$ cat config.mk
export PLATFORM = sky130hd
export DESIGN_NAME = instruction_fetch_unit
export DESIGN_NICKNAME = d
export VERILOG_FILES = /design/src/rtl/instruction_fetch_unit.sv
export SDC_FILE = /design/constraint.sdc
export NUM_CORES = 1
export LEC_CHECK = 0
export BUFFER_PORTS_ARGS = -buffer_cell sky130_fd_sc_hd__buf_2
export CAP_MARGIN = 15
export CORE_ASPECT_RATIO = 1.75
export CORE_MARGIN = 4
export CORE_UTILIZATION = 45
export CTS_CLUSTER_SIZE = 25
export DETAILED_ROUTE_END_ITERATION = 8
export GPL_TIMING_DRIVEN = 0
export PLACE_DENSITY = 0.81
export SYNTH_ARGS = -nofsm -noshare
export SYNTH_HDL_FRONTEND = slang
export SYNTH_SLANG_ARGS = --single-unit
$ cat constraint.sdc
create_clock -name CLK -period 3.2 [get_ports CLK]
set_input_delay 0.64 -clock CLK [delete_from_list [all_inputs] [get_ports CLK]]
set_output_delay 0.64 -clock CLK [all_outputs]
set_load 0.02 [all_outputs]
$ cat src/rtl/instruction_fetch_unit.sv
// instruction_fetch_unit
// Fetch stage between the program counter and decode. It latches the PC,
// runs a request/acknowledge transaction with instruction memory and holds
// the returned word until the consumer takes it. Misaligned and timed-out
// fetches raise a sticky fault that only flush or reset clears.

module instruction_fetch_unit #(
  parameter int ADDR_SIZE  = 64,
  parameter int INSTR_SIZE = 32,
  parameter int TIMEOUT    = 16
) (
  input  logic                  CLK,
  input  logic                  RST,
  input  logic                  fetch_en,
  input  logic                  flush,
  input  logic [ADDR_SIZE-1:0]  pc_addr,
  output logic                  imem_req,
  output logic [ADDR_SIZE-1:0]  imem_addr,
  input  logic                  imem_ack,
  input  logic [INSTR_SIZE-1:0] imem_rdata,
  output logic [INSTR_SIZE-1:0] instr,
  output logic [6:0]            opcode,
  output logic [2:0]            func,
  output logic                  instr_valid,
  input  logic                  instr_ready,
  output logic                  pc_load,
  output logic                  fault,
  output logic [1:0]            fault_cause
);

  localparam int CNT_W = (TIMEOUT > 1) ? $clog2(TIMEOUT) : 1;
  localparam logic [CNT_W-1:0] CNT_MAX = CNT_W'(TIMEOUT - 1);

  localparam logic [1:0] CAUSE_NONE      = 2'b00;
  localparam logic [1:0] CAUSE_MISALIGN  = 2'b01;
  localparam logic [1:0] CAUSE_TIMEOUT   = 2'b10;

  typedef enum logic [1:0] {
    IDLE  = 2'd0,
    REQ   = 2'd1,
    HOLD  = 2'd2,
    FAULT = 2'd3
  } state_t;

  state_t           state;
  logic [CNT_W-1:0] counter;

  // Decode fields are plain slices of the held instruction word.
  assign opcode = instr[6:0];
  assign func   = instr[14:12];

  // The PC advances only on a genuine hand-off; a flush in the same cycle cancels it.
  assign pc_load = instr_valid & instr_ready & ~flush;

  // Fetch sequencer: flush outranks everything; an ack beats a coincident timeout.
  always_ff @(posedge CLK) begin
    if (!RST) begin
      state       <= IDLE;
      counter     <= '0;
      imem_req    <= 1'b0;
      imem_addr   <= '0;
      instr       <= '0;
      instr_valid <= 1'b0;
      fault       <= 1'b0;
      fault_cause <= CAUSE_NONE;
    end else if (flush) begin
      state       <= IDLE;
      counter     <= '0;
      imem_req    <= 1'b0;
      instr_valid <= 1'b0;
      fault       <= 1'b0;
      fault_cause <= CAUSE_NONE;
    end else begin
      case (state)
        IDLE: begin
          if (fetch_en) begin
            if (pc_addr[1:0] != 2'b00) begin
              fault       <= 1'b1;
              fault_cause <= CAUSE_MISALIGN;
              state       <= FAULT;
            end else begin
              imem_addr <= pc_addr;
              imem_req  <= 1'b1;
              counter   <= '0;
              state     <= REQ;
            end
          end
        end
        REQ: begin
          if (imem_ack) begin
            instr       <= imem_rdata;
            imem_req    <= 1'b0;
            instr_valid <= 1'b1;
            state       <= HOLD;
          end else if (counter == CNT_MAX) begin
            imem_req    <= 1'b0;
            fault       <= 1'b1;
            fault_cause <= CAUSE_TIMEOUT;
            state       <= FAULT;
          end else begin
            counter <= counter + CNT_W'(1);
          end
        end
        HOLD: begin
          if (instr_ready) begin
            instr_valid <= 1'b0;
            state       <= IDLE;
          end
        end
        FAULT: begin
          state <= FAULT;
        end
        default: begin
          state <= IDLE;
        end
      endcase
    end
  end

endmodule

==> flow_metrics.env, run 1 <==
export IMPL_outcome="completed"
export IMPL_insertion_delay_ns=0.34
export IMPL_p_int_mw=1.999
export IMPL_hpwl_mm=9.608
export IMPL_antenna_found_initial=0
export IMPL_synth_flop_cell="dfxtp_1"
export IMPL_vias=4133
export IMPL_switching_share=0.2414
export IMPL_rr_endpoint="imem_addr[30]"
export IMPL_routedWlPerCell_um=14.17
export IMPL_p_sw_uw=636.4
export IMPL_synth_edff_count=0
export IMPL_hp_start="instr[25]"
export IMPL_coreArea_um2=9527
export IMPL_post_cts_buffers=0
export IMPL_syn_cell_area_um2=4430
export IMPL_synth_nets=593
export IMPL_cts_resized=0
export IMPL_cts_sinks=107
export IMPL_power_total_mw=2.636
export IMPL_hold_end="instr[25]"
export IMPL_die_area_um2=11560
export IMPL_endpoint_kind="output port"
export IMPL_num_io_pins=214
export IMPL_die_x_um=83.01
export IMPL_required_ns=2.56
export IMPL_drc=0
export IMPL_power_density_nw_per_um2=445.7
export IMPL_syn_area_per_cell_um2=9.042
export IMPL_hold_violations=0
export IMPL_drtPass1Iterations=4
export IMPL_cts_root_buffer="clkbuf_16"
export IMPL_reg2reg_from="state[1]"
export IMPL_pwr_share_clk=0.382
export IMPL_r2r_cells=5
export IMPL_tightest_slew_ns=0.5341
export IMPL_num_rows=47
export IMPL_viasPerCell=4.920
export IMPL_yosys_cell_types_count=39
export IMPL_slew_headroom=0.6389
export IMPL_reg2reg_slack_ns=1.55
export IMPL_worstPathArrival_ns=1.14
export IMPL_fin_skew_ns=0.006338
export IMPL_synth_commonest_cells="nand2_1 (193), dfxtp_1 (107), mux2i_1 (63), a21boi_1 (32), clkbuf_1 (21)"
export IMPL_yosysMostFrequentCell="nand2_1"
export IMPL_layout_nets=816
export IMPL_layout_worst_path_cycle_share=0.5554
export IMPL_clk_path_buf_depth=2
export IMPL_p_leak_nw=2.741
export IMPL_areaGrowthSynthToFinish_pct=33.49
export IMPL_routabilityCongestion=0.8298
export IMPL_rsz0062_at_grt="false"
export IMPL_clkTransAtPathRegs_ns=0.07
export IMPL_cts_buffers=9
export IMPL_grt_max_degree=18
export IMPL_maxCapViolations=0
export IMPL_hold_class="reg2reg"
export IMPL_setup_viol=0
export IMPL_yosys_warnings=0
export IMPL_finalWirelength_mm=11.90
export IMPL_diodes=0
export IMPL_syn_inst=490
export IMPL_drt_initial_drc_count=104
export IMPL_grt_usage=0.2023
export IMPL_die_y_um=139.3
export IMPL_ys_ff_latch=107
export IMPL_power_frac_seq=0.519
export IMPL_path_class="in2out"
export IMPL_start_util=0.4651
export IMPL_vdd_drop_max_uv=294.9
export IMPL_fmax_ghz=0.5626
export IMPL_cts_tree="done"
export IMPL_cp_max_fo=6
export IMPL_startpoint_type="input port"
export IMPL_drtAntennaViolNets=0
export IMPL_hold_path_depth=2
export IMPL_async_flop_share=0
export IMPL_yosysTopAreaCell="dfxtp_1"
export IMPL_cts_hold_buf=0
export IMPL_htree_levels=3
export IMPL_drive_gt1_frac=0.3524
export IMPL_synth_top_cell_area_share=0.4835
export IMPL_grt_remaining_overflow=0
export IMPL_grt_pass1_wl_mm=19.46
export IMPL_yosysSeqAreaShare=0.4835
export IMPL_port_buffers=212
export IMPL_grt_pass1_vias=4265
export IMPL_postLayoutCoreUtil=0.6208
export IMPL_finalCriticalPeriod_ns=1.777
export IMPL_pwr_share_comb=0.099
export IMPL_synth_area_leaders="dfxtp_1 (48%), nand2_1 (16%), mux2i_1 (14%)"
export IMPL_maxSlewViolCount=0
export IMPL_fin_tns_setup_ns=0
[worst max-delay path, stage by stage]
cell and delay [ns]:
buf_2 0.14, and3b_1 0.20, buf_2 0.15
[cells in the final DEF, fill, tap and decap left out, drive strengths merged, types with 2 or more instances in the layout]
| cell type | n |
|---|---|
| buf | 237 |
| dfxtp | 107 |
| nor2 | 3 |
| nand2 | 193 |
| nor2b | 2 |
| clkbuf | 31 |
| nand2b | 5 |
| clkinv | 2 |
| o21ai | 3 |
| mux2i | 63 |
| o21a | 2 |
| a21oi | 6 |
| a21boi | 32 |
| inv | 3 |
| clkinvlp | 3 |
| nand3 | 2 |
| and3b | 3 |
| a211oi | 2 |
[metrics by stage]
stage,area (um2),worst slack [ns],instances,hold WS (ns)
floorplan,4431,1.429,490,0.4763
global placement,5644,1.116,824,0.4375
detailed placement,5644,1.015,824,0.4430
CTS,5914,1.375,840,0.4524
global route,5914,1.221,840,0.4714
finish,5914,1.423,840,0.4513
[flip-flops by register name, summed over array words and instances (netlist names)]
name / cells
fault: 1
imem_addr: 64
counter: 4
instr_valid: 1
fault_cause: 2
imem_req: 1
state: 2
instr: 32
[how the worst max path moves through the flow]
stage          startpoint             to  slack, ns  depth (start not counted)
2_1_floorplan    fetch_en  imem_addr[10]       1.43                          5
3_3_place_gp          RST  imem_addr[31]       1.12                          5
3_5_place_dp          RST  imem_addr[31]       1.01                          5
4_1_cts               RST  imem_addr[44]       1.37                          5
5_1_grt               RST  imem_addr[60]       1.22                          5
6_report            flush        pc_load       1.42                          3
[cell families after synthesis]
| family | Yosys count | share of synthesized area |
|---|---|---|
| AND/OR/NAND/NOR | 217 | 0.2059 |
| buffers and inverters | 48 | 0.07456 |
| flip-flops | 107 | 0.4835 |
| adder cells (fa/ha/maj) | 1 | 0.002824 |
| multiplexers | 63 | 0.1423 |
| AO/OA/AOI/OAI | 54 | 0.09093 |
[power by group through the flow]
stage | sequential, mW | clock (mW) | combinational (mW)
2_1_floorplan | 1.42 | 0 | 0.118
3_3_place_gp | 1.40 | 0 | 0.256
3_5_place_dp | 1.40 | 0 | 0.263
4_1_cts | 1.37 | 1.04 | 0.263
5_1_grt | 1.37 | 1.09 | 0.288
6_report | 1.37 | 1.01 | 0.261
[layer usage]
layer	global-route usage	routed length [um]	share of wire	vias up
met4	0.08786	391	0.033	0
met1	0.1900	4164	0.35	1882
met3	0.06091	855	0.072	35
met2	0.3934	6493	0.55	169
met5	0	0	0	-
li1	-	-	-	2047
[cell type report]
| type | count | area, um2 |
|---|---|---|
| clock buffers | 10 | 229.0 |
| well taps | 122 | 152.6 |
| fillers | 834 | 3612 |
| multi-input cells | 335 | 1958 |
| inverters | 2 | 7.507 |
| flip-flops and latches | 107 | 2142 |
| repair buffers | 212 | 1061 |
| clock inverters | 6 | 41.29 |
| plain buffers | 46 | 322.8 |
Power figures use the tool's default switching activity.
==> run 2: changes to the inputs <==
==> constraint.sdc (replaced) <==
create_clock -name CLK -period 1.7 [get_ports CLK]
set_input_delay 0.34 -clock CLK [delete_from_list [all_inputs] [get_ports CLK]]
set_output_delay 0.34 -clock CLK [all_outputs]
set_load 0.02 [all_outputs]
==> run 2 against run 1 <==
Clock-buffer cell count stayed put. Critical path depth increased by 2. Largest cell class unchanged. Sequential power is 88% higher. Non-clock buffer count is 2 higher. Clock power is 87% higher. Via count about the same. Routed wire length is 0.29% higher. Flip-flop and latch count unchanged. Sequential share of layout area down 0.19 points. Combinational power grew 90%. Worst hold slack got worse by 0.22 ns.
==> flow_metrics.env, run 2 (synthesis results as in run 1) <==
export IMPL_cts_buffers=9
export IMPL_rsz0062_at_grt="true"
export IMPL_cts_sinks=107
export IMPL_layout_worst_path_cycle_share=0.9613
export IMPL_finalWirelength_mm=11.94
export IMPL_die_y_um=139.3
export IMPL_hpwl_mm=9.608
export IMPL_routedWlPerCell_um=14.18
export IMPL_fin_tns_setup_ns=0
export IMPL_setup_viol=0
export IMPL_p_leak_nw=2.759
export IMPL_pwr_share_clk=0.381
export IMPL_clkTransAtPathRegs_ns=0.07
export IMPL_die_x_um=83.01
export IMPL_power_frac_seq=0.519
export IMPL_tightest_slew_ns=0.5096
export IMPL_areaGrowthSynthToFinish_pct=34.28
export IMPL_cts_root_buffer="clkbuf_16"
export IMPL_insertion_delay_ns=0.34
export IMPL_hold_class="in2reg"
export IMPL_vdd_drop_max_uv=556.2
export IMPL_p_int_mw=3.766
export IMPL_diodes=0
export IMPL_switching_share=0.2409
export IMPL_fin_hold_ws_ns=0.2346
export IMPL_final_common_cell="buf_2"
export IMPL_endpoint_kind="flip-flop"
export IMPL_grt_remaining_overflow=0
export IMPL_drtPass1Iterations=4
export IMPL_cts_hold_buf=0
export IMPL_cp_max_fo=10
export IMPL_die_area_um2=11560
export IMPL_htree_levels=3
export IMPL_required_ns=1.96
export IMPL_outcome="completed"
export IMPL_layout_common_cells="buf_2 (218), nand2_1 (193), dfxtp_1 (106), mux2i_1 (61), a21boi_1 (32)"
export IMPL_reg_top3="imem_addr: 64 flops, instr: 32 flops, counter: 4 flops"
export IMPL_cts_tree="done"
export IMPL_regMostFlops="imem_addr"
export IMPL_drtAntennaViolNets=0
export IMPL_antenna_found_initial=0
export IMPL_startpoint_type="flip-flop"
export IMPL_port_buffers=212
export IMPL_fin_skew_ns=0.007426
export IMPL_placed_cells=824
export IMPL_num_rows=47
export IMPL_power_density_nw_per_um2=834.0
export IMPL_worstPathArrival_ns=1.89
export IMPL_grt_pass1_vias=4265
export IMPL_largest_reg_flops=64
export IMPL_maxCapViolations=0
export IMPL_drive_gt1_frac=0.3611
export IMPL_grt_pass1_wl_mm=19.46
export IMPL_clk_path_buf_depth=2
export IMPL_fmax_ghz=0.6119
export IMPL_num_io_pins=214
export IMPL_drc=0
export IMPL_start_util=0.4651
export IMPL_hold_violations=0
export IMPL_routabilityCongestion=0.8298
export IMPL_finalCriticalPeriod_ns=1.634
export IMPL_drt_initial_drc_count=117
export IMPL_grt_max_degree=18
export IMPL_p_sw_mw=1.195
export IMPL_grt_usage=0.2023
export IMPL_path_class="reg2reg"
export IMPL_viasPerCell=4.907
export IMPL_layout_nets=818
export IMPL_vias=4132
export IMPL_slew_headroom=0.6603
export IMPL_maxSlewViolCount=0
export IMPL_pwr_share_comb=0.100
export IMPL_instances_no_fill=842
export IMPL_coreArea_um2=9527
[run 2: cell count changes in the layout (fill, tap and decap cells not counted)]
cell / before / now
dfxtp_1: 107 / 106
nor4b_2: 0 / 1
mux2i_2: 0 / 2
nor3b_1: 1 / 0
nor4b_1: 1 / 0
dfxtp_2: 0 / 1
mux2i_1: 63 / 61
buf_4: 10 / 12
nor3b_2: 0 / 1
[run 2: critical path: stages, from the launching register on]
cell,delay (ns)
dfxtp_2,0.33
or3b_4,0.43
nor4_4,0.16
buf_6,0.24
buf_12,0.17
mux2i_2,0.21
[run 2: final cells by class]
type                       instances  area [um2]
tap                              122       152.6
clock inverter                     6       41.29
buffer                            46       322.8
fill                             827        3577
multi-input combinational        335        1977
timing repair buffer             214        1076
clock buffer                      10       229.0
sequential                       107        2143
inverter                           2       7.507
[run 2: timing repair]
| item | in CTS | in global routing |
|---|---|---|
| gates resized for setup | 0 | 5 |
| endpoints found under the setup margin | 0 | 18 |
| setup buffers | 0 | 2 |
| endpoints found under the hold margin | 0 | 0 |
[run 2: path summary, 6_finish.rpt]
path                                       to  cells past startpoint     startpoint  slack [ns]
worst min-delay path                 instr[2]                      3  imem_rdata[2]        0.23
worst max register to register  imem_addr[30]                      5       state[1]        0.07
worst max-delay path            imem_addr[30]                      5       state[1]        0.07
worst min register to register      instr[25]                      2      instr[25]        0.45
[run 2: layer usage]
| layer | track usage | share of wire | vias to the layer above |
|---|---|---|---|
| met5 | 0 | 0 | - |
| met2 | 0.3934 | 0.55 | 153 |
| met1 | 0.1900 | 0.35 | 1891 |
| met4 | 0.08786 | 0.032 | 0 |
| li1 | - | - | 2054 |
| met3 | 0.06091 | 0.070 | 34 |
[run 2: metrics by stage]
stage | utilization | setup slack [ns] | area [um2] | power [mW]
6_report | 0.6245 | 0.06577 | 5949 | 4.962
2_1_floorplan | - | 0.2291 | 4431 | 2.903
4_1_cts | 0.6208 | 0.04642 | 5914 | 5.019
5_1_grt | 0.6245 | -0.01715 | 5949 | 5.179
3_3_place_gp | 0.5925 | -0.08421 | 5644 | 3.111
3_5_place_dp | 0.5925 | -0.1852 | 5644 | 3.127
[run 2: power by group through the flow]
stage / registers [mW] / logic, mW / clock network [mW]
final: 2.57 / 0.495 / 1.89
after CTS: 2.57 / 0.496 / 1.95
after global placement: 2.63 / 0.481 / 0
after global routing: 2.58 / 0.546 / 2.05
after floorplan: 2.68 / 0.221 / 0
after detailed placement: 2.63 / 0.495 / 0
==> run 3: changes to the inputs <==
--- a/config.mk
+++ b/config.mk
@@ -7,13 +7,12 @@
 export LEC_CHECK = 0
 export BUFFER_PORTS_ARGS = -buffer_cell sky130_fd_sc_hd__buf_2
 export CAP_MARGIN = 15
-export CORE_ASPECT_RATIO = 1.75
 export CORE_MARGIN = 4
-export CORE_UTILIZATION = 45
+export CORE_UTILIZATION = 46
 export CTS_CLUSTER_SIZE = 25
 export DETAILED_ROUTE_END_ITERATION = 8
 export GPL_TIMING_DRIVEN = 0
-export PLACE_DENSITY = 0.81
+export PLACE_DENSITY = 0.8
 export SYNTH_ARGS = -nofsm -noshare
 export SYNTH_HDL_FRONTEND = slang
 export SYNTH_SLANG_ARGS = --single-unit
==> run 3 against run 2 <==
Clock power is 14% lower. Non-clock buffer count is 1 lower. Utilization up 0.53 points. Register-to-register slack about the same. Critical path depth unchanged. Fmax grew 0.82%. Routed wire length is 0.65% lower. Power fell by 5.4%. Critical path type unchanged.
==> flow_metrics.env, run 3 (synthesis results as in run 1) <==
export IMPL_reg_top3="imem_addr: 64 flops, instr: 32 flops, counter: 4 flops"
export IMPL_fmax_ghz=0.6169
export IMPL_finalCriticalPeriod_ns=1.621
export IMPL_crit_cells=5
export IMPL_critPathBufInv=2
export IMPL_cpLargestDelayFamily="simple AND/OR/NAND/NOR gates"
export IMPL_diodes=0
export IMPL_rr_endpoint="imem_addr[57]"
export IMPL_htree_levels=3
export IMPL_required_ns=1.98
export IMPL_slew_headroom=0.6357
export IMPL_setup_viol=0
export IMPL_placed_cell_area_um2=5653
export IMPL_worstPathArrival_ns=1.90
export IMPL_vdd_drop_max_uv=389.9
export IMPL_power_frac_seq=0.548
export IMPL_cts_buffers=9
export IMPL_p_sw_mw=1.184
export IMPL_start_util=0.4750
export IMPL_clkTransAtPathRegs_ns=0.10
export IMPL_reg2reg_from="state[1]"
export IMPL_clk_path_buf_depth=2
export IMPL_die_y_um=106.1
export IMPL_routedWlPerCell_um=13.99
export IMPL_fin_hold_ws_ns=0.2027
export IMPL_startpoint_type="flip-flop"
export IMPL_cts_root_buffer="clkbuf_8"
export IMPL_p_int_mw=3.508
export IMPL_multiInputGateArea_um2=1958
export IMPL_cts_sinks=107
export IMPL_r2r_cells=5
export IMPL_instances_no_fill=848
export IMPL_drive_gt1_frac=0.3574
export IMPL_reg2reg_slack_ns=0.08
export IMPL_crit_chain="or3b_4 > nor4_4 > buf_6 > buf_12 > mux2i_1"
export IMPL_areaGrowthSynthToFinish_pct=32.59
export IMPL_hold_violations=0
export IMPL_cp_endpoint="imem_addr[57]"
export IMPL_regMostFlops="imem_addr"
export IMPL_tightest_slew_ns=0.5388
export IMPL_fin_ws_ns=0.07908
export IMPL_cts_tree="done"
export IMPL_layout_common_cells="buf_2 (218), nand2_1 (193), dfxtp_1 (107), mux2i_1 (63), a21boi_1 (32)"
export IMPL_slowest_delay_ns=0.43
export IMPL_grt_pass1_vias=4059
export IMPL_largest_reg_flops=64
export IMPL_cp_max_fo=10
export IMPL_insertion_delay_ns=0.37
export IMPL_viasPerCell=4.811
export IMPL_pwr_share_clk=0.347
export IMPL_design_area_um2=5874
export IMPL_port_buffers=212
export IMPL_switching_share=0.2523
export IMPL_final_common_cell="buf_2"
export IMPL_drt_initial_drc_count=196
export IMPL_antenna_found_initial=0
export IMPL_pwr_share_comb=0.105
export IMPL_num_rows=35
export IMPL_grt_usage=0.2078
export IMPL_drc=0
export IMPL_hold_class="in2reg"
export IMPL_endpoint_kind="flip-flop"
export IMPL_pre_cts_ws_ns=-0.2343
export IMPL_drtPass1Iterations=4
export IMPL_drtAntennaViolNets=0
export IMPL_outcome="completed"
export IMPL_grt_pass1_wl_mm=19.06
export IMPL_crit_path_start="state[1]"
export IMPL_p_leak_nw=2.727
export IMPL_fin_skew_ns=0.01427
export IMPL_die_area_um2=11270
export IMPL_postLayoutCoreUtil=0.6298
export IMPL_grt_max_degree=19
export IMPL_nFillCells=845
export IMPL_die_x_um=106.1
export IMPL_critical_path_slowest_cell="or3b_4"
export IMPL_vias=4080
export IMPL_path_class="reg2reg"
export IMPL_placed_cells=831
export IMPL_layout_worst_path_cycle_share=0.9535
export IMPL_maxCapViolations=0
export IMPL_layout_nets=817
export IMPL_finalWirelength_mm=11.86
export IMPL_routabilityCongestion=0.8355
export IMPL_coreArea_um2=9328
export IMPL_hpwl_mm=9.416
export IMPL_regArea_um2=2142
export IMPL_grt_remaining_overflow=0
export IMPL_rsz0062_at_grt="false"
export IMPL_num_io_pins=214
export IMPL_power_density_nw_per_um2=798.7
export IMPL_maxSlewViolCount=0
run 3: changes by cell type in the layout (fill, tap and decap cells not counted), moves of 2 or more:
cell	before	now
clkbuf_1	22	19
clkbuf_16	9	0
clkbuf_2	0	2
clkbuf_8	0	10
clkinv_2	2	0
clkinv_4	0	2
mux2i_1	61	63
mux2i_2	2	0
run 3: cell type report:
cell class / instances / area share
clock buffers: 10 / 0.02343
repair buffers: 213 / 0.1819
flip-flops and latches: 107 / 0.3646
clock inverters: 6 / 0.01257
well taps: 129 / 0.02748
multi-input cells: 335 / 0.3333
plain buffers: 46 / 0.05538
inverters: 2 / 0.001278
run 3: how the worst min path moves through the flow:
stage / depth (start not counted) / start / end
after floorplan: 2 / imem_rdata[28] / instr[28]
after global placement: 2 / imem_addr[59] / imem_addr[59]
after detailed placement: 2 / fault_cause[0] / fault_cause[0]
after CTS: 3 / imem_rdata[16] / instr[16]
after global routing: 3 / imem_rdata[11] / instr[11]
final: 3 / imem_rdata[0] / instr[0]
run 3: stage by stage:
| stage | power, mW | setup TNS [ns] |
|---|---|---|
| after floorplan | 2.903 | 0 |
| after global placement | 3.113 | -4.384 |
| after detailed placement | 3.126 | -8.189 |
| after CTS | 4.738 | 0 |
| after global routing | 4.900 | 0 |
| final | 4.692 | 0 |
run 3: what timing repair did:
action	in CTS	in global routing
endpoints found under the setup margin	0	3
endpoints found under the hold margin	0	0
hold buffers	0	0
resized for setup	0	4
buffers inserted	0	1
run 3: worst min-delay path, cell delays in order:
cell and delay [ns]:
buf_2 0.10, nand2_1 0.04, a21boi_1 0.05
run 3: layer usage:
metal	up-vias	GRT usage	wire, um
li1	2051	-	-
met4	0	0.07678	263
met2	136	0.3747	6055
met5	-	0	0
met3	24	0.03764	684
met1	1869	0.2446	4857
run 3: power groups by stage:
stage / sequential (mW) / clock, mW / combinational (mW)
global route: 2.58 / 1.78 / 0.544
CTS: 2.57 / 1.67 / 0.497
detailed placement: 2.63 / 0 / 0.495
finish: 2.57 / 1.63 / 0.494
global placement: 2.63 / 0 / 0.484
floorplan: 2.68 / 0 / 0.221
